[config.mk]
export PLATFORM = sky130hd
export DESIGN_NAME = muldiv_unit
export DESIGN_NICKNAME = d
export VERILOG_FILES = /design/src/rtl/muldiv_unit_pkg.sv /design/src/rtl/muldiv_unit_div_step.sv /design/src/rtl/muldiv_unit.sv
export SDC_FILE = /design/constraint.sdc
export NUM_CORES = 2
export LEC_CHECK = 0
export BUFFER_PORTS_ARGS = -buffer_cell sky130_fd_sc_hd__buf_2
export CORE_ASPECT_RATIO = 0.7
export CORE_UTILIZATION = 33
export DETAILED_ROUTE_END_ITERATION = 16
export PLACE_DENSITY = 0.54
export SLEW_MARGIN = 10
export SYNTH_ARGS = -nofsm -noshare
export SYNTH_HDL_FRONTEND = slang
export SYNTH_SLANG_ARGS = --single-unit
[constraint.sdc]
create_clock -name clk -period 13.15 [get_ports clk]
set_clock_uncertainty 0.2 [all_clocks]
set_input_delay 1.315 -clock clk [delete_from_list [all_inputs] [get_ports clk]]
set_output_delay 1.315 -clock clk [all_outputs]
set_load 0.02 [all_outputs]
[src/rtl/muldiv_unit_pkg.sv]
// Shared encodings for the RV64M iterative multiply/divide unit.
// funct3 selectors, FSM states and iteration counts.
package muldiv_unit_pkg;

   localparam logic [2:0] MD_MUL    = 3'b000;
   localparam logic [2:0] MD_MULH   = 3'b001;
   localparam logic [2:0] MD_MULHSU = 3'b010;
   localparam logic [2:0] MD_MULHU  = 3'b011;
   localparam logic [2:0] MD_DIV    = 3'b100;
   localparam logic [2:0] MD_DIVU   = 3'b101;
   localparam logic [2:0] MD_REM    = 3'b110;
   localparam logic [2:0] MD_REMU   = 3'b111;

   localparam int unsigned N_64 = 64;
   localparam int unsigned N_32 = 32;

   typedef enum logic [2:0] {
      ST_IDLE,
      ST_CALC,
      ST_FIX,
      ST_SPECIAL,
      ST_DONE
   } state_e;

   function automatic logic [63:0] sext32(input logic [31:0] v);
      return {{32{v[31]}}, v};
   endfunction

endpackage

[src/rtl/muldiv_unit_div_step.sv]
// One restoring-division iteration: shift in a dividend bit,
// subtract the divisor if it fits, report the quotient bit.
module div_step #(
   parameter int W = 64
) (
   input  logic [W:0]   rem_i,
   input  logic [W-1:0] div_i,
   input  logic         bit_i,
   output logic [W:0]   rem_o,
   output logic         q_o
);

   logic [W:0] trial;

   assign trial = {rem_i[W-1:0], bit_i};
   assign q_o   = rem_i[W] | (trial >= {1'b0, div_i});
   assign rem_o = q_o ? (trial - {1'b0, div_i}) : trial;

endmodule

[src/rtl/muldiv_unit.sv]
// Iterative RV64M multiply/divide unit for the execute stage.
// Radix-2 shift-add multiply, restoring divide, one bit per cycle.
module muldiv_unit #(
   parameter int XLEN = 64
) (
   input  logic            clk,
   input  logic            reset,
   input  logic            start,
   input  logic [XLEN-1:0] a,
   input  logic [XLEN-1:0] b,
   input  logic [2:0]      func,
   input  logic            sel_32b,
   output logic            busy,
   output logic            done,
   output logic [XLEN-1:0] s
);

   import muldiv_unit_pkg::*;

   state_e         state_q, state_d;
   logic [5:0]     cnt_q, cnt_d;
   logic [127:0]   acc_q, acc_d;
   logic [64:0]    rem_q, rem_d;
   logic [63:0]    dvsr_q, dvsr_d;
   logic [2:0]     func_q, func_d;
   logic           w_q, w_d;
   logic           nega_q, nega_d;
   logic           negb_q, negb_d;
   logic [63:0]    s_q, s_d;

   logic           sgn_a, sgn_b, a_neg, b_neg;
   logic [63:0]    a_p, b_p, a_mag, b_mag, ovf_min;
   logic           div_zero, div_ovf, special;
   logic [63:0]    spec_raw, spec_res;

   logic [64:0]    step_rem;
   logic           step_q;
   logic [64:0]    mul_sum;
   logic [127:0]   prod;
   logic [63:0]    quo, rmd, raw, fix_res;

   // Operand preparation and special-case detection at acceptance
   always_comb begin
      sgn_a = 1'b0;
      sgn_b = 1'b0;
      unique case (func)
         MD_MUL, MD_MULH, MD_DIV, MD_REM: begin
            sgn_a = 1'b1;
            sgn_b = 1'b1;
         end
         MD_MULHSU: sgn_a = 1'b1;
         MD_MULHU, MD_DIVU, MD_REMU: ;
         default: ;
      endcase
      if (sel_32b) begin
         sgn_a = !func[2] || !func[0];
         sgn_b = sgn_a;
      end
      a_p = a;
      b_p = b;
      if (sel_32b) begin
         a_p = {{32{sgn_a & a[31]}}, a[31:0]};
         b_p = {{32{sgn_b & b[31]}}, b[31:0]};
      end
      a_neg   = sgn_a & a_p[63];
      b_neg   = sgn_b & b_p[63];
      a_mag   = a_neg ? -a_p : a_p;
      b_mag   = b_neg ? -b_p : b_p;
      ovf_min = sel_32b ? 64'hFFFF_FFFF_8000_0000
                        : 64'h8000_0000_0000_0000;
      div_zero = (b_p == 64'd0);
      div_ovf  = !func[0] && (a_p == ovf_min) && (b_p == '1);
      special  = func[2] && (div_zero || div_ovf);
      if (func[1])
         spec_raw = div_zero ? a_p : 64'd0;
      else
         spec_raw = div_zero ? '1 : a_p;
      spec_res = sel_32b ? sext32(spec_raw[31:0]) : spec_raw;
   end

   div_step #(.W(64)) u_div_step (
      .rem_i (rem_q),
      .div_i (dvsr_q),
      .bit_i (acc_q[63]),
      .rem_o (step_rem),
      .q_o   (step_q)
   );

   // Sign correction and result selection
   always_comb begin
      prod = w_q ? (acc_q >> 32) : acc_q;
      if (nega_q ^ negb_q)
         prod = -prod;
      quo = (nega_q ^ negb_q) ? -acc_q[63:0] : acc_q[63:0];
      rmd = nega_q ? -rem_q[63:0] : rem_q[63:0];
      if (func_q[2])
         raw = func_q[1] ? rmd : quo;
      else
         raw = (w_q || func_q == MD_MUL) ? prod[63:0] : prod[127:64];
      fix_res = w_q ? sext32(raw[31:0]) : raw;
   end

   always_comb begin
      state_d = state_q;
      cnt_d   = cnt_q;
      acc_d   = acc_q;
      rem_d   = rem_q;
      dvsr_d  = dvsr_q;
      func_d  = func_q;
      w_d     = w_q;
      nega_d  = nega_q;
      negb_d  = negb_q;
      s_d     = s_q;
      mul_sum = {1'b0, acc_q[127:64]}
              + (acc_q[0] ? {1'b0, dvsr_q} : 65'd0);
      unique case (state_q)
         ST_IDLE: begin
            if (start) begin
               func_d = func;
               w_d    = sel_32b;
               nega_d = a_neg;
               negb_d = b_neg;
               dvsr_d = b_mag;
               rem_d  = '0;
               cnt_d  = sel_32b ? 6'(N_32 - 1) : 6'(N_64 - 1);
               if (special)
                  acc_d = {64'd0, spec_res};
               else if (func[2] && sel_32b)
                  acc_d = {64'd0, a_mag[31:0], 32'd0};
               else
                  acc_d = {64'd0, a_mag};
               state_d = special ? ST_SPECIAL : ST_CALC;
            end
         end
         ST_CALC: begin
            if (func_q[2]) begin
               rem_d       = step_rem;
               acc_d[63:0] = {acc_q[62:0], step_q};
            end else begin
               acc_d = {mul_sum, acc_q[63:1]};
            end
            if (cnt_q == 6'd0)
               state_d = ST_FIX;
            else
               cnt_d = cnt_q - 6'd1;
         end
         ST_FIX: begin
            s_d     = fix_res;
            state_d = ST_DONE;
         end
         ST_SPECIAL: begin
            s_d     = acc_q[63:0];
            state_d = ST_DONE;
         end
         ST_DONE: state_d = ST_IDLE;
         default: state_d = ST_IDLE;
      endcase
   end

   always_ff @(posedge clk) begin
      if (reset) begin
         state_q <= ST_IDLE;
         cnt_q   <= '0;
         acc_q   <= '0;
         rem_q   <= '0;
         dvsr_q  <= '0;
         func_q  <= '0;
         w_q     <= 1'b0;
         nega_q  <= 1'b0;
         negb_q  <= 1'b0;
         s_q     <= '0;
      end else begin
         state_q <= state_d;
         cnt_q   <= cnt_d;
         acc_q   <= acc_d;
         rem_q   <= rem_d;
         dvsr_q  <= dvsr_d;
         func_q  <= func_d;
         w_q     <= w_d;
         nega_q  <= nega_d;
         negb_q  <= negb_d;
         s_q     <= s_d;
      end
   end

   assign busy = (state_q == ST_CALC) || (state_q == ST_FIX)
              || (state_q == ST_SPECIAL);
   assign done = (state_q == ST_DONE);
   assign s    = s_q;

endmodule
==> reports/results.ini <==
[timing]
slew_viol_final = 0
rsz0062_at_grt = no
fin_crit_ns = 6.14
finalCritPeriodShare_pct = 46.7
whs_ns = 0.233
slew_headroom_pct = 19.7
fmax_mhz = 163
setup_viol = 0
tns_ns = 0
final_hold_viol_count = 0
worst_pin_slew_ns = 1.19

[worst_setup_path]
worstSetupPathType = reg -> reg
r2r_end = s[33]
r2r_cells = 10
critPathMaxFanout = 69
cp.required_ns = 13.41
rrSetupSlack_ns = 7.01
r2r_start = w_q
crit_path_start = w_q
critPathArrivalTime_ns = 6.39
end_kind = flop
start_kind = flop

[clocking]
clock-sinks = 336
cts_max_level = 2
cts_tree = yes
numCtsBuffers = 40
clk_path_buf_depth = 3
postCtsHoldBufs = 0
cts_resized = 0
cts_setup_buffers = 0
clock_latency_ns = 0.63
clkTransAtPathRegs_ns = 0.07
clock_tree.root_cell = clkbuf_16

[logic_synthesis]
synth-main-ff-cell = dfxtp_1
seq_area_frac_synth_pct = 17.7
syn_nets = 5842
yosysWarningCount = 0
ys_ff_latch = 336
synth_cell_types = 102
async_reset_ff_share_pct = 0
syn_area_sq_um = 38100
synth_cells = 5569
synth_area_per_cell_sq_um = 6.84
synth_edf_count = 0

[final_layout]
final_nets = 5747
area_delta_synth_final_pct = 9.73
final_cell_mix = nor2_1 (582), a21oi_1 (577), nand2_1 (509), o21ai_0 (390), dfxtp_1 (331)
final_common_cell = nor2_1
drive_above_1_share_pct = 10.1

[drt]
viasPerCell = 6.63
initialDrtViolationCount = 8105
drc_errors = 0
dr.pass1.iters = 8
routed_wl_um = 228000
vias = 46607
drt-wirelength-per-cell_um = 32.4
ant_nets = 0

[run_status]
status = finished, final reports clean

[pwr]
peakVddDrop_mv = 0.0963
p_per_area_nw_per_um2 = 111
power.static_leakage_nw = 16.1

[hold_path]
hold_start = s[46]
hold_path_depth = 2
min_to = s[46]
hold_path.class = reg -> reg

[global_routing]
grt.total_usage_pct = 37.1
grt_pass1_wl_um = 317000
overflow = 0
grt_pass1_vias = 40808
grt_max_degree = 152
antenna_found_initial = 23

[placed_design]
place_congestion = 1.08
hpwl_um = 176000
io_buffers = 200

[floorplan]
die_w_um = 408
placementRows = 103
chipHeight_um = 286
io_pins = 201
start_util_pct = 33.5
dieArea_sq_um = 117000
coreArea_sq_um = 114000

[flow_run]
cap_viol_max_count = 0

-- layer usage --
metal	share of wire, %	track usage [%]
met1	45	55.9
met2	36	46.4
met3	16	15.2
met4	3.4	10.5
met5	0.076	0
-- synthesized netlist by cell type, drive strengths merged (20+ instances only) --
| master | n | area share (%) |
|---|---|---|
| nand2 | 510 | 5.0 |
| nand4 | 71 | 1.2 |
| dfxtp | 336 | 18 |
| xnor2 | 220 | 5.1 |
| o41ai | 30 | 0.69 |
| o211ai | 73 | 1.5 |
| nor2b | 21 | 0.35 |
| or3b | 25 | 0.58 |
| nor4 | 82 | 1.4 |
| buf | 75 | 0.97 |
| or2 | 33 | 0.55 |
| nor3b | 35 | 0.69 |
| o21bai | 28 | 0.55 |
| o31ai | 80 | 1.6 |
| and2 | 43 | 0.71 |
| or3 | 97 | 1.6 |
| mux2i | 83 | 2.2 |
| o22ai | 27 | 0.44 |
| nor3 | 199 | 2.7 |
| a21oi | 578 | 7.6 |
| clkbuf | 404 | 4.0 |
| a22oi | 24 | 0.47 |
| nand2b | 46 | 0.76 |
| o21a | 20 | 0.39 |
| a222oi | 28 | 0.74 |
| nand3 | 138 | 1.8 |
| ha | 136 | 4.5 |
| and3 | 24 | 0.39 |
| a31oi | 58 | 0.95 |
| xor2 | 201 | 4.6 |
| maj3 | 50 | 1.3 |
| inv | 154 | 1.5 |
| a221oi | 39 | 0.90 |
| nor2 | 588 | 5.8 |
| a32oi | 23 | 0.53 |
| or4 | 56 | 1.1 |
| o21ai | 402 | 5.3 |
| a21o | 123 | 2.4 |
| a211oi | 149 | 3.0 |
-- where the power goes --
part / switching (mW) / internal, mW
combinational: 1.47 / 0.629
clock: 0.557 / 0.757
sequential: 0.132 / 1.08
total: 2.15 / 2.47
-- critical path, stage by stage (launching register included) --
cell and delay (ns):
dfxtp_4 0.62, buf_4 0.68, or3b_2 0.52, a222oi_1 0.75, nand4_1 0.57, nor4_1 0.68, nand2_1 0.46, nor4_1 0.43
o41ai_1 0.12, a221oi_1 0.73, o21ai_1 0.15
-- how the worst max path moves through the flow --
| stage | endpoint | slack [ns] |
|---|---|---|
| 6_report | s[33] | 7.01 |
| 5_1_grt | s[43] | 7.01 |
| 4_1_cts | s[42] | 6.92 |
| 3_5_place_dp | acc_q[58] | 6.80 |
| 3_3_place_gp | acc_q[60] | 6.85 |
| 2_1_floorplan | s[34] | 7.83 |
-- layout make-up --
cell class                 instances  area (sq um)
clock inverter                    16           300
fill                           12240         71800
timing repair buffer             342          2090
antenna                            2          5.00
inverter                         155           582
clock buffer                      54          1150
multi-input combinational       4599         29000
sequential                       336          6740
tap                             1522          1900
-- flip-flops by register name, indices dropped and copies added (netlist names) --
name and cells:
dvsr_q 64, func_q 3, acc_q 128, negb_q 1, s 64, cnt_q 6
state_q 3, w_q 1, rem_q 65, nega_q 1
-- through the flow --
| stage | worst slack [ns] | util (%) | instance area, sq um | cells | power [mW] |
|---|---|---|---|---|---|
| after CTS | 6.92 | 36.8 | 41800 | 7024 | 4.50 |
| after detailed placement | 6.80 | 35.5 | 40300 | 6954 | 3.20 |
| after global placement | 6.85 | 35.5 | 40300 | 6954 | 3.21 |
| after global routing | 7.01 | 36.8 | 41800 | 7024 | 4.74 |
| after floorplan | 7.83 | - | 38100 | 5569 | 2.41 |
| final | 7.01 | 36.8 | 41800 | 7026 | 4.63 |
-- cell families after synthesis --
kind of cell | after synthesis | share of synthesized area [%]
AOI/OAI and AO/OA | 1875 | 31.8
muxes | 97 | 2.60
adders and majority gates | 188 | 5.90
DFF | 336 | 17.7
and+or+nand+nor | 2018 | 25.9
buffers and inverters | 634 | 6.49
xor gates and xnor gates | 421 | 9.69
Power figures use the tool's default switching activity.
